===== config.mk =====
export PLATFORM = sky130hd
export DESIGN_NAME = uart_rx_fifo
export DESIGN_NICKNAME = d
export VERILOG_FILES = /design/src/rtl/uart_rx_fifo.sv
export SDC_FILE = /design/constraint.sdc
export NUM_CORES = 1
export LEC_CHECK = 0
export ABC_AREA = 0
export CAP_MARGIN = 5
export CORE_MARGIN = 2
export CORE_UTILIZATION = 30
export CTS_CLUSTER_SIZE = 28
export DETAILED_ROUTE_END_ITERATION = 8
export PLACE_DENSITY = 0.49
export REMOVE_ABC_BUFFERS = 1
export SLEW_MARGIN = 20
export SYNTH_ARGS = -nofsm -noshare
export SYNTH_HDL_FRONTEND = slang
export SYNTH_SLANG_ARGS = --single-unit

===== constraint.sdc =====
create_clock -name wb_clk_i -period 3.2 [get_ports wb_clk_i]
set_input_delay 0.96 -clock wb_clk_i [delete_from_list [all_inputs] [get_ports wb_clk_i]]
set_output_delay 0.96 -clock wb_clk_i [all_outputs]
set_load 0.02 [all_outputs]

===== src/rtl/uart_rx_fifo.sv =====
// 8N1 UART receiver: oversampled deframer feeding a registered first-word-fall-through FIFO,
// with sticky frame/overrun flags and a level interrupt.
module uart_rx_fifo #(
  parameter int unsigned CLKS_PER_BIT = 4167,
  parameter int unsigned FIFO_DEPTH   = 8,
  parameter int unsigned CW           = 4
) (
  input  logic          wb_clk_i,
  input  logic          wb_rst_i,
  input  logic          rx_i,
  input  logic          rd_en_i,
  output logic [7:0]    rd_data_o,
  output logic          rx_valid_o,
  output logic [CW-1:0] fifo_count_o,
  output logic          frame_err_o,
  output logic          overrun_o,
  input  logic          clr_err_i,
  output logic          irq_o
);

  localparam int unsigned BW   = $clog2(CLKS_PER_BIT);
  localparam int unsigned AW   = $clog2(FIFO_DEPTH);
  localparam int unsigned HALF = CLKS_PER_BIT / 2;

  typedef enum logic [2:0] {
    S_IDLE,
    S_START,
    S_DATA,
    S_STOP,
    S_BREAK
  } state_e;

  logic          rx_meta_q, rxs_q;
  state_e        state_q, state_d;
  logic [BW-1:0] baud_q, baud_d;
  logic [2:0]    bitc_q, bitc_d;
  logic [7:0]    shift_q, shift_d;
  logic          push_q, push_d;
  logic          ferr_evt_q, ferr_evt_d;

  logic [7:0]    mem_q [FIFO_DEPTH];
  logic [AW-1:0] wr_ptr_q, wr_ptr_d;
  logic [AW-1:0] rd_ptr_q, rd_ptr_d;
  logic [CW-1:0] count_q, count_d;
  logic [7:0]    rd_data_q, rd_data_d;
  logic          frame_err_q, frame_err_d;
  logic          overrun_q, overrun_d;
  logic          pop, push_ok, full;

  always_comb begin
    state_d    = state_q;
    baud_d     = baud_q;
    bitc_d     = bitc_q;
    shift_d    = shift_q;
    push_d     = 1'b0;
    ferr_evt_d = 1'b0;
    case (state_q)
      S_IDLE: begin
        if (!rxs_q) begin
          state_d = S_START;
          baud_d  = '0;
        end
      end
      S_START: begin
        if (baud_q == BW'(HALF - 1)) begin
          baud_d  = '0;
          bitc_d  = '0;
          state_d = rxs_q ? S_IDLE : S_DATA;
        end else begin
          baud_d = baud_q + 1'b1;
        end
      end
      S_DATA: begin
        if (baud_q == BW'(CLKS_PER_BIT - 1)) begin
          baud_d  = '0;
          shift_d = {rxs_q, shift_q[7:1]};
          if (bitc_q == 3'd7) state_d = S_STOP;
          else                bitc_d  = bitc_q + 1'b1;
        end else begin
          baud_d = baud_q + 1'b1;
        end
      end
      S_STOP: begin
        if (baud_q == BW'(CLKS_PER_BIT - 1)) begin
          baud_d = '0;
          if (rxs_q) begin
            push_d  = 1'b1;
            state_d = S_IDLE;
          end else begin
            ferr_evt_d = 1'b1;
            state_d    = S_BREAK;
          end
        end else begin
          baud_d = baud_q + 1'b1;
        end
      end
      S_BREAK: begin
        if (rxs_q) state_d = S_IDLE;
      end
      default: state_d = S_IDLE;
    endcase
  end

  // Head register is reloaded from the slot after the head on a pop, or from the
  // incoming byte when the FIFO is (or becomes) empty.
  always_comb begin
    pop         = rd_en_i && (count_q != '0);
    full        = (count_q == CW'(FIFO_DEPTH));
    push_ok     = push_q && (!full || pop);
    wr_ptr_d    = wr_ptr_q + AW'(push_ok);
    rd_ptr_d    = rd_ptr_q + AW'(pop);
    count_d     = count_q + CW'(push_ok) - CW'(pop);
    rd_data_d   = rd_data_q;
    if (pop) begin
      if (count_q > CW'(1))  rd_data_d = mem_q[rd_ptr_q + AW'(1)];
      else if (push_ok)      rd_data_d = shift_q;
    end else if ((count_q == '0) && push_ok) begin
      rd_data_d = shift_q;
    end
    frame_err_d = ferr_evt_q || (frame_err_q && !clr_err_i);
    overrun_d   = (push_q && !push_ok) || (overrun_q && !clr_err_i);
  end

  always_ff @(posedge wb_clk_i or posedge wb_rst_i) begin
    if (wb_rst_i) begin
      rx_meta_q   <= 1'b1;
      rxs_q       <= 1'b1;
      state_q     <= S_IDLE;
      baud_q      <= '0;
      bitc_q      <= '0;
      shift_q     <= '0;
      push_q      <= 1'b0;
      ferr_evt_q  <= 1'b0;
      wr_ptr_q    <= '0;
      rd_ptr_q    <= '0;
      count_q     <= '0;
      rd_data_q   <= '0;
      frame_err_q <= 1'b0;
      overrun_q   <= 1'b0;
    end else begin
      rx_meta_q   <= rx_i;
      rxs_q       <= rx_meta_q;
      state_q     <= state_d;
      baud_q      <= baud_d;
      bitc_q      <= bitc_d;
      shift_q     <= shift_d;
      push_q      <= push_d;
      ferr_evt_q  <= ferr_evt_d;
      wr_ptr_q    <= wr_ptr_d;
      rd_ptr_q    <= rd_ptr_d;
      count_q     <= count_d;
      rd_data_q   <= rd_data_d;
      frame_err_q <= frame_err_d;
      overrun_q   <= overrun_d;
    end
  end

  always_ff @(posedge wb_clk_i) begin
    if (push_ok) mem_q[wr_ptr_q] <= shift_q;
  end

  assign rd_data_o    = rd_data_q;
  assign rx_valid_o   = (count_q != '0);
  assign fifo_count_o = count_q;
  assign frame_err_o  = frame_err_q;
  assign overrun_o    = overrun_q;
  assign irq_o        = rx_valid_o | frame_err_q | overrun_q;

endmodule


# After elaboration in Yosys (flattened, before gate mapping)
# Memory sizes are Yosys's and may differ from the RTL's.
# Cells that the tools add are included.
op_classes:
  n_bitwise: 2
  n_reduce_logical: 24
  shift: 0
  div_mod_pow: 0
  eq_ne: 16
  multipliers: 0
  magnitude_cmp: 1
  add_sub_neg: 7
  muxes: 29
op_table:
  columns: ["cell", "count"]
  rows:
  - ["13-bit two-way mux", 3]
  - ["13-bit case mux with 3 select lines", 1]
  - ["8-bit two-way mux", 4]
  - ["3-bit two-way mux", 10]
  - ["3-bit case mux with 5 select lines", 1]
  - ["2-bit inequality test, second input constant", 7]
  - ["13-bit by 1-bit adder with 13-bit output, second input constant", 1]
  - ["13-bit by 12-bit == test with 1-bit output, second input constant", 1]
  - ["13-bit == test, second input constant", 1]
  - ["1-bit two-way mux", 8]
  - ["3-bit by 1-bit adder with 3-bit output", 2]
  - ["3-bit by 1-bit adder with 3-bit output, second input constant", 2]
  - ["3-bit by 2-bit == test with 1-bit output, second input constant", 2]
  - ["3-bit == test, second input constant", 2]
  - ["1-bit logical AND", 6]
  - ["3-bit case mux with 2 select lines", 1]
  - ["2-bit AND reduction", 3]
  - ["6-bit AND reduction", 1]
  - ["4-bit by 1-bit adder with 4-bit output", 1]
  - ["4-bit == test, second input constant", 1]
  - ["4-bit by 1-bit greater-than comparator with 1-bit output, second input constant", 1]
  - ["4-bit logical NOT", 1]
  - ["4-bit AND reduction", 1]
  - ["2-bit nonzero test", 2]
  - ["other kinds (11)", 16]
totals:
  ram_bits: 64
  rom_bits: 0
  latch_bits: 0
  output_inout_bits: 16
  wordCells: 94
  mem_count: 1
  regBits: 51
  inputBits: 5
mem_list:
  columns: ["memory", "depth", "width", "read_ports", "rd_ports_with_merged_regs", "wr", "line_no", "rtl"]
  rows:
  - ["mem_q", 8, 8, 1, 0, 1, "41", "logic [7:0] mem_q [FIFO_DEPTH];"]

# Longest topological paths before layout
# Gate-level depths: netlist of the first run.
depth:
  depth_word: 7
  ltp_mapped: 10

# Worst setup path after synthesis of the first run
# No wires, ideal clock.
synth_timing:
  path_type: "input-to-reg"
  startpoint: "input port rd_en_i"
  endpoint: "memory mem_q[0][0] (enable)"
  path_slack_ps: 746
  required_ps: 2805
  arrival_time_ps: 2060
  n_path_buf: 0
  stages: 4
  cell_sequence: "nand2b_1 nand3_1 nand2_1 nor4_1"
synth_between:
  elab_chain_len: 5
synth_lines:
  columns: ["item", "line_no", "rtl"]
  rows:
  - ["start: declaration", "11", "input logic rd_en_i,"]
  - ["1-bit logical AND", "107", "pop = rd_en_i && (count_q != '0);"]
  - ["1-bit logical OR", "109", "push_ok = push_q && (!full || pop);"]
  - ["1-bit logical AND", "109", null]
  - ["1-bit two-way mux", "159", "if (push_ok) mem_q[wr_ptr_q] <= shift_q;"]
  - ["1-bit two-way mux (not written as such)", "159", null]
  - ["end: declaration", "41", null]
# No other way between the ends.

# Worst setup path in the final report of the first run
layout_timing:
  startpoint: "register count_q[3] (netlist: fifo_count_o[3])"
  endpoint: "output port rx_valid_o"
layout_between:
  elab_chain_len: 1
layout_lines:
  columns: ["item", "line_no", "rtl"]
  rows:
  - ["start: declaration", "44", "logic [CW-1:0] count_q, count_d;"]
  - ["start signal: assignment", "151", "count_q <= count_d;"]
  - ["4-bit nonzero test", "163", "assign rx_valid_o = (count_q != '0);"]
  - ["end: declaration", "13", "output logic rx_valid_o,"]
# No other way between the ends.

==> results of run 1 <==
-- path summary, 6_finish.rpt --
path,from,to,slack [ns]
setup / recovery,fifo_count_o[3],rx_valid_o,0.32
hold / removal,rx_meta_q,rxs_q,0.35
setup reg to reg,baud_q[0],baud_q[9],0.53
hold reg to reg,rx_meta_q,rxs_q,0.35
max in group asynchronous,wb_rst_i,shift_q[4],1.73
min in group asynchronous,wb_rst_i,baud_q[5],0.87
-- power groups by stage --
stage	registers [mW]	clock network [mW]	logic, mW
floorplan	1.85	0	0.585
global placement	1.74	0	1.09
detailed placement	1.74	0	1.09
CTS	1.71	1.86	1.09
global route	1.72	1.92	1.16
finish	1.71	1.82	1.06
-- per-stage QoR --
stage / cell area (um^2) / hold slack, ns / cells
5_1_grt: 6107 / 0.3634 / 609
3_5_place_dp: 5525 / 0.3481 / 577
6_report: 6107 / 0.3549 / 609
2_1_floorplan: 4945 / 0.3452 / 323
3_3_place_gp: 5525 / 0.3463 / 577
4_1_cts: 6098 / 0.3555 / 609
-- routing by layer --
layer | share of wire (%) | GRT usage (%) | up-vias
li1 | - | - | 1363
met1 | 45 | 15.44 | 1474
met2 | 49 | 19.34 | 48
met3 | 3.8 | 3.843 | 14
met4 | 1.5 | 4.965 | 0
met5 | 0 | 0 | -
-- cells by family (layout without fill, tap and decap cells) --
logic type | Yosys count | after routing | share of synthesized area (%)
xor gates and xnor gates | 5 | 5 | 0.8758
DFF | 115 | 115 | 64.01
muxes | 41 | 41 | 12.61
adders and majority gates | 16 | 16 | 4.154
and+or+nand+nor | 79 | 79 | 9.084
buffers and inverters | 24 | 80 | 2.152
AOI/OAI and AO/OA | 53 | 53 | 7.107
-- registers in the layout, summed over array words and instances (netlist names), 3 cells and up --
name,flops
rd_data_o,8
wr_ptr_q,3
shift_q,8
mem_q,64
baud_q,13
state_q,3
bitc_q,3
rd_ptr_q,3
fifo_count_o,4
-- layout make-up --
class                           instances  area [um^2]
Clock inverter                          9        105.1
Inverter                               14        52.55
Clock buffer                           23        467.9
Multi-Input combinational cell        194         1698
Tap cell                              220        275.3
Timing Repair Buffer                   34        307.8
Fill cell                            1551        10300
Sequential cell                       115         3201
-- cells in the final DEF, fill, tap and decap left out, types with 4 or more instances in the layout --
cell / netlist / routed
nand3_1: 14 / 14
clkbuf_16: 0 / 17
o21ai_0: 11 / 11
clkdlybuf4s50_1: 0 / 19
a21o_1: 5 / 5
nor3_1: 6 / 6
mux2i_1: 9 / 9
o21a_1: 9 / 9
xor2_1: 5 / 5
or3_2: 4 / 4
nand2_1: 17 / 17
clkbuf_1: 4 / 4
inv_1: 14 / 13
dfrtp_1: 49 / 49
nand2b_1: 4 / 4
edfxtp_1: 64 / 64
mux4_2: 16 / 16
buf_4: 0 / 14
mux2_2: 16 / 16
nor2_1: 11 / 11
ha_1: 15 / 15
a21oi_1: 11 / 11
==> metrics, run 1 <==
Setup Skew 0.009462 ns; Worst Tran Pin Value 0.7601 ns; Async SR Flop Fraction 44.35%; status completed; DRC violations left 0; Yosys top cell area share 38.44%; antenna cells 0; switching part of the total power 27.51%; pre-CTS setup slack 0.3371 ns; initial antenna violation count 0; number of routed nets with antenna violations 0; nets 397; detailed placer's ending HPWL 6651 um; Buffers & Inverters on Critical Path 2; Synth top cells by count edfxtp_1, dfrtp_1, nand2_1; sw power 1.262 mW; Post-CTS Setup Bufs 0; # IOs 21; combinational share of power 23.0%; Die X 133.1 um; Synthesis Warnings 0; sequential area share after synthesis 64.01%; unrepaired setup endpoints after global routing false; Hold Path Depth 0; Final period util 89.85%; CTS root buf clkbuf_16; via count 2899; VDD IR-drop max 0.0004635 V; commonest register cell after synthesis edfxtp_1; total track usage 12.14%; Critical Path RT 2.24 ns; core outline area 16410 um^2; Levels on crit path 4; fmax 0.3478 GHz; Worst-Skew Late Latency 0.41 ns; number of port buffers 20; Die Area 17710 um^2; Worst slew margin 49.32%; Avg Cell Area, Syn 15.01 um^2; Via density 4.760; CTS H-Tree Depth 4; largest net degree at the start of global routing 21; Final Max Slew Viols 0; count leader, synth edfxtp_1; Post-Route Setup TNS 0 ns; drt total wl 9903 um; vias in the first global route 2967; final setup margin 0.3248 ns; initial DRC count 205; delay-heaviest family, CP buffers and inverters; Leak 2.598 nW; Worst path slowest cell clkdlybuf4s50_1; share of cells above drive strength 1 23.91%; Reg clk slew, reported paths 0.05 ns; CTS tree done; Final Setup Violations 0; top cell type by total area after synthesis edfxtp_1; clock power share 39.7%; Chip Height 133.1 um; Post-synth EDFFs 64; Worst path max stage delay 0.64 ns; largest cells by area after synthesis edfxtp_1, dfrtp_1, mux4_2, ha_1, mux2_2; post-layout util 37.22%; FF+latch count, synth 115; Internal 3.326 mW; Crit Path Class flip-flop to primary output; routability cong. 0.7188; final hold violations 0; # resized after CTS 0; Synth Cell Area 5000 um^2; worst min-delay path category flip-flop to flip-flop; DR WL/cell 16.26 um; Crit. End Element primary output; Post-Syn Instances 333; Distinct cells, synth 50; grt ovf 0; drt pass-1 iters 4; clk buf depth 2; TritonCTS buffer count 17; post-cts hold buffer count 0; Reg power frac 37.3%; Worst Path Arrival 1.92 ns; Max-Cap Viols 0; CP Launch Type flip-flop; post-layout minimum cycle time 2.875 ns; Max FO, Critical Path 5; R2R depth 7; CTS sink cnt 115; first-pass GRT wire length 16230 um; pwr dens 751.4 nW/um^2; row cnt 47; area grow syn2layout 22.15%; total power 4.589 mW; starting density of the core 30.47%; crit-path cells inv_1 -> ha_1 -> nand2_1 -> clkdlybuf4s50_1
Note: power is estimated with default switching activity, not from simulation.
==> inputs of run 2 (changes only) <==
DONT_BUFFER_PORTS = 1   (was default)
PLACE_DENSITY = 0.48   (was 0.49)
==> run 2 against run 1 <==
  * First-iteration DRC count decreased by 29%
  * Via count decreased by 4.7%
  * Total power increased by 3.2%
  * Clock skew increased by 0.00079 ns
  * Register-to-register slack improved by 0.04 ns
  * Critical path depth unchanged
  * Cell count decreased by 2.8%
  * Largest power group unchanged
==> metrics, run 2 (synthesized netlist as in run 1, its figures left out) <==
status completed; Area after DPL 5348 um^2 (-3.2%); initial antenna violation count 0 (unchanged); total power 4.734 mW (+3.2%); DRC violations left 0 (unchanged); Buffers & Inverters on Critical Path 1 (-1); antenna cells 0 (unchanged); Reg power frac 37.8% (+0.5 points); # IOs 21 (unchanged); Worst Path Arrival 1.98 ns (+0.06 ns); number of port buffers 0 (-100%); grt ovf 0 (unchanged); Leak 2.568 nW (-1.2%); clk buf depth 2 (unchanged); worst min-delay path category flip-flop to flip-flop; fmax 0.3401 GHz (-2.2%); max reg flops 64 (unchanged); area grow syn2layout 19.87%; vias in the first global route 2948 (-0.64%); Critical Path RT 2.24 ns (about the same); nets 380 (-4.3%); Layout Cells excl Fill 592 (-2.8%); Post-Route Setup TNS 0 ns (unchanged); CTS root buf clkbuf_16; Worst-Skew Late Latency 0.41 ns (about the same); most common cell after layout, fill and taps aside edfxtp_1; switching part of the total power 26.92% (-0.59 points); largest net degree at the start of global routing 34 (+62%); Post-CTS Setup Bufs 0 (unchanged); unrepaired setup endpoints after global routing false; starting density of the core 30.47% (unchanged); number of routed nets with antenna violations 0 (unchanged); first-pass GRT wire length 16330 um (+0.60%); Internal 3.460 mW (+4.0%); Worst path slowest cell or3_1; Via density 4.669 (-1.9%); crit-path cells inv_1 -> ha_1 -> nand2_1 -> or3_1; Chip Height 133.1 um (unchanged); Worst slew margin 58.65% (+9.3 points); pwr dens 789.9 nW/um^2 (+5.1%); largest register by flop count mem_q; CTS sink cnt 115 (unchanged); Largest regs mem_q: 64 flops, baud_q: 13 flops; drt total wl 9985 um (+0.83%); VDD IR-drop max 0.0004381 V (-5.5%); post-cts hold buffer count 0 (unchanged); final instance area 5993 um^2 (-1.9%); Final Setup Violations 0 (unchanged); post-layout util 36.53% (-0.69 points); detailed placer's ending HPWL 6464 um (-2.8%); Die Area 17710 um^2 (unchanged); Final period util 91.87% (+2.0 points); Setup Skew 0.01025 ns (+0.0007872 ns); total track usage 12.46% (+0.32 points); CTS tree done; Crit. End Element primary output; Max-Cap Viols 0 (unchanged); Final Max Slew Viols 0 (unchanged); TritonCTS buffer count 17 (unchanged); initial DRC count 145 (-29%); hold path start rx_meta_q; CTS H-Tree Depth 4 (unchanged); combinational share of power 18.6% (-4.4 points); core outline area 16410 um^2 (unchanged); # resized after CTS 0 (unchanged); sw power 1.274 mW (+0.94%); most frequent cells in the layout edfxtp_1, dfrtp_1, nand2_1, clkbuf_16, buf_4; CP Launch Type flip-flop; clock power share 43.6% (+3.9 points); final hold violations 0 (unchanged); delay-heaviest family, CP simple AND/OR/NAND/NOR gates; DR WL/cell 16.87 um (+3.7%); via count 2764 (-4.7%); Crit Path Class flip-flop to primary output; Max FO, Critical Path 5 (unchanged); routability cong. 0.7600 (+5.7%); Reg clk slew, reported paths 0.05 ns (about the same); Die X 133.1 um (unchanged); share of cells above drive strength 1 25.81% (+1.9 points); placed insts 560 (-2.9%); Critical Path Start fifo_count_o[2]; Worst path max stage delay 0.49 ns (-0.15 ns); Reg-to-Reg Start baud_q[0]; drt pass-1 iters 5 (+1); post-layout minimum cycle time 2.940 ns (+0.06477 ns); row cnt 47 (unchanged); Worst Tran Pin Value 0.6203 ns (-0.1399 ns)
## run 2: cell count changes in the layout (fill, tap and decap cells not counted), sizes merged
cell | previous run | this run
dlymetal6s2s | 1 | 0
buf | 14 | 17
bufinv | 2 | 5
clkinv | 7 | 4
clkdlybuf4s50 | 19 | 0
## run 2: metrics by stage
| stage | setup WS (ns) | hold WS (ns) |
|---|---|---|
| after floorplan | 0.6028 | 0.3452 |
| after global placement | 0.6376 | 0.3500 |
| after detailed placement | 0.5747 | 0.3472 |
| after CTS | 0.2500 | 0.3550 |
| after global routing | 0.1695 | 0.3561 |
| final | 0.2600 | 0.3546 |
## run 2: power by group through the flow
stage	clock, mW	combinational [mW]	sequential, mW
final	2.06	0.882	1.79
after floorplan	0	0.585	1.85
after CTS	2.11	0.912	1.79
after global routing	2.18	0.974	1.80
after detailed placement	0	0.910	1.82
after global placement	0	0.901	1.82
## run 2: cell type report
cell class,instances,area [um^2]
Fill cell,1533,10410
Clock inverter,9,177.7
Clock buffer,23,467.9
Sequential cell,115,3201
Multi-Input combinational cell,194,1692
Timing Repair Buffer,17,127.6
Tap cell,220,275.3
Inverter,14,52.55
## run 2: path summary, 6_finish.rpt
kind / cells after the start / slack [ns] / end
min in group asynchronous: 1 / 0.45 / fifo_count_o[3]
worst min-delay path: 0 / 0.35 / rxs_q
worst max register to register: 7 / 0.57 / baud_q[9]
worst min register to register: 0 / 0.35 / rxs_q
worst max-delay path: 4 / 0.26 / irq_o
max in group asynchronous: 2 / 1.92 / rxs_q
## run 2: per-layer routing
metal	vias up	global-route usage [%]	wire length [um]
met1	1390	14.60	4255
met3	11	3.539	349
met5	-	0	0
met2	35	21.76	5236
li1	1328	-	-
met4	0	4.787	143
==> inputs of run 3 (changes only) <==
CORE_UTILIZATION = 40   (was 30)
PLACE_DENSITY = 0.52   (was 0.48)
==> run 3 against run 2 <==
  * Setup slack improved by 0.026 ns
  * Largest cell class unchanged
  * Register-to-register slack barely moved
  * First-iteration DRC count rose by 57%
  * Clock skew fell by 0.00055 ns
==> metrics, run 3 (synthesized netlist as in run 1, its figures left out) <==
status completed; number of port buffers 0 (unchanged); Worst-Skew Late Latency 0.41 ns (about the same); DR WL/cell 18.62 um (+10%); Reg clk slew, reported paths 0.05 ns (about the same); VDD IR-drop max 0.0003789 V (-14%); # resized after CTS 0 (unchanged); initial antenna violation count 0 (unchanged); most frequent cells in the layout edfxtp_1, dfrtp_1, nand2_1, clkbuf_16; vias in the first global route 2947 (-0.034%); Post-Route Setup TNS 0 ns (unchanged); drt total wl 9997 um (+0.12%); pwr dens 763.9 nW/um^2 (-3.3%); CTS sink cnt 115 (unchanged); drt pass-1 iters 4 (-1); largest register by flop count mem_q; Final period util 91.05% (-0.82 points); via count 2841 (+2.8%); Worst Path Arrival 1.95 ns (-0.03 ns); fmax 0.3432 GHz (+0.91%); first-pass GRT wire length 16320 um (about the same); Worst slew margin 53.47% (-5.2 points); post-layout minimum cycle time 2.914 ns (-0.02640 ns); most common cell after layout, fill and taps aside edfxtp_1; CTS root buf clkbuf_16; Die Area 13410 um^2 (-24%); total power 4.458 mW (-5.8%); core outline area 12110 um^2 (-26%); Post-CTS Setup Bufs 0 (unchanged); Crit. End Element primary output; routability cong. 0.7371 (-3.0%); post-cts hold buffer count 0 (unchanged); final hold violations 0 (unchanged); unrepaired setup endpoints after global routing false; Crit Path Class flip-flop to primary output; Leak 2.513 nW (-2.2%); R2R Setup Slk 0.58 ns (about the same); Setup Skew 0.009703 ns (-0.0005459 ns); max reg flops 64 (unchanged); row cnt 40 (-15%); share of cells above drive strength 1 24.93% (-0.87 points); # IOs 21 (unchanged); Max FO, Critical Path 5 (unchanged); Via density 5.291 (+13%); Max-Cap Viols 0 (unchanged); number of routed nets with antenna violations 0 (unchanged); TritonCTS buffer count 17 (unchanged); worst min-delay path category flip-flop to flip-flop; Chip Height 115.8 um (-13%); Worst Tran Pin Value 0.6939 ns (+0.07358 ns); Final Setup Violations 0 (unchanged); detailed placer's ending HPWL 6260 um (-3.2%); CTS tree done; CP Launch Type flip-flop; nets 377 (-0.79%); starting density of the core 41.28% (+11 points); total track usage 16.89% (+4.4 points); grt ovf 0 (unchanged); Largest regs mem_q: 64 flops, baud_q: 13 flops; Die X 115.8 um (-13%); Critical Path RT 2.24 ns (about the same); antenna cells 0 (unchanged); area grow syn2layout 16.72%; largest net degree at the start of global routing 21 (-38%); post-layout util 48.18% (+12 points); Final Max Slew Viols 0 (unchanged); DRC violations left 0 (unchanged); CTS H-Tree Depth 4 (unchanged); initial DRC count 228 (+57%); clk buf depth 2 (unchanged)
[run 3: cell count changes in the layout (fill, tap and decap cells not counted), moves of 2 or more]
cell / change
bufinv_16: -3
clkbuf_1: -3
clkinvlp_4: +2
buf_4: -3
clkinv_1: +5
[run 3: power breakdown]
group          switching (mW)  total (mW)  internal, mW
Combinational           0.486       0.866         0.380
Clock                   0.632        1.80          1.17
Sequential              0.144        1.79          1.65
[run 3: cell type report]
class                           count  area (um^2)
Fill cell                        1084         6276
Multi-Input combinational cell    194         1698
Sequential cell                   115         3201
Inverter                           14        52.55
Tap cell                          168        210.2
Clock inverter                     12        112.6
Clock buffer                       20        456.7
Timing Repair Buffer               14        105.1
[run 3: worst max-delay path: stages, from the launching register on]
cell and delay (ns):
dfrtp_1 0.45, inv_1 0.17, ha_1 0.22, nand2_1 0.22, or3_1 0.48
[run 3: per-layer routing]
layer / wire [um] / share of wire [%] / vias up / track usage (%)
li1: - / - / 1323 / -
met1: 4688 / 47 / 1465 / 22.72
met2: 4816 / 48 / 40 / 26.28
met3: 316 / 3.2 / 13 / 4.236
met4: 175 / 1.8 / 0 / 7.222
met5: 0 / 0 / - / 0
[run 3: worst paths after layout]
check	cells past startpoint	from	end
worst max register to register	7	baud_q[0]	baud_q[9]
worst max-delay path	4	fifo_count_o[2]	irq_o
worst min register to register	0	rx_meta_q	rxs_q
max in group asynchronous	2	wb_rst_i	rx_meta_q
worst min-delay path	0	rx_meta_q	rxs_q
min in group asynchronous	1	wb_rst_i	overrun_o
[run 3: metrics by stage]
step                hold slack (ns)  instances  area [um^2]  setup slack (ns)
floorplan                    0.3452        323         4945            0.6028
global placement             0.3468        505         5260            0.6232
detailed placement           0.3481        505         5260            0.5770
CTS                          0.3569        537         5829            0.2339
global route                 0.3595        537         5836            0.1645
finish                       0.3554        537         5836            0.2864
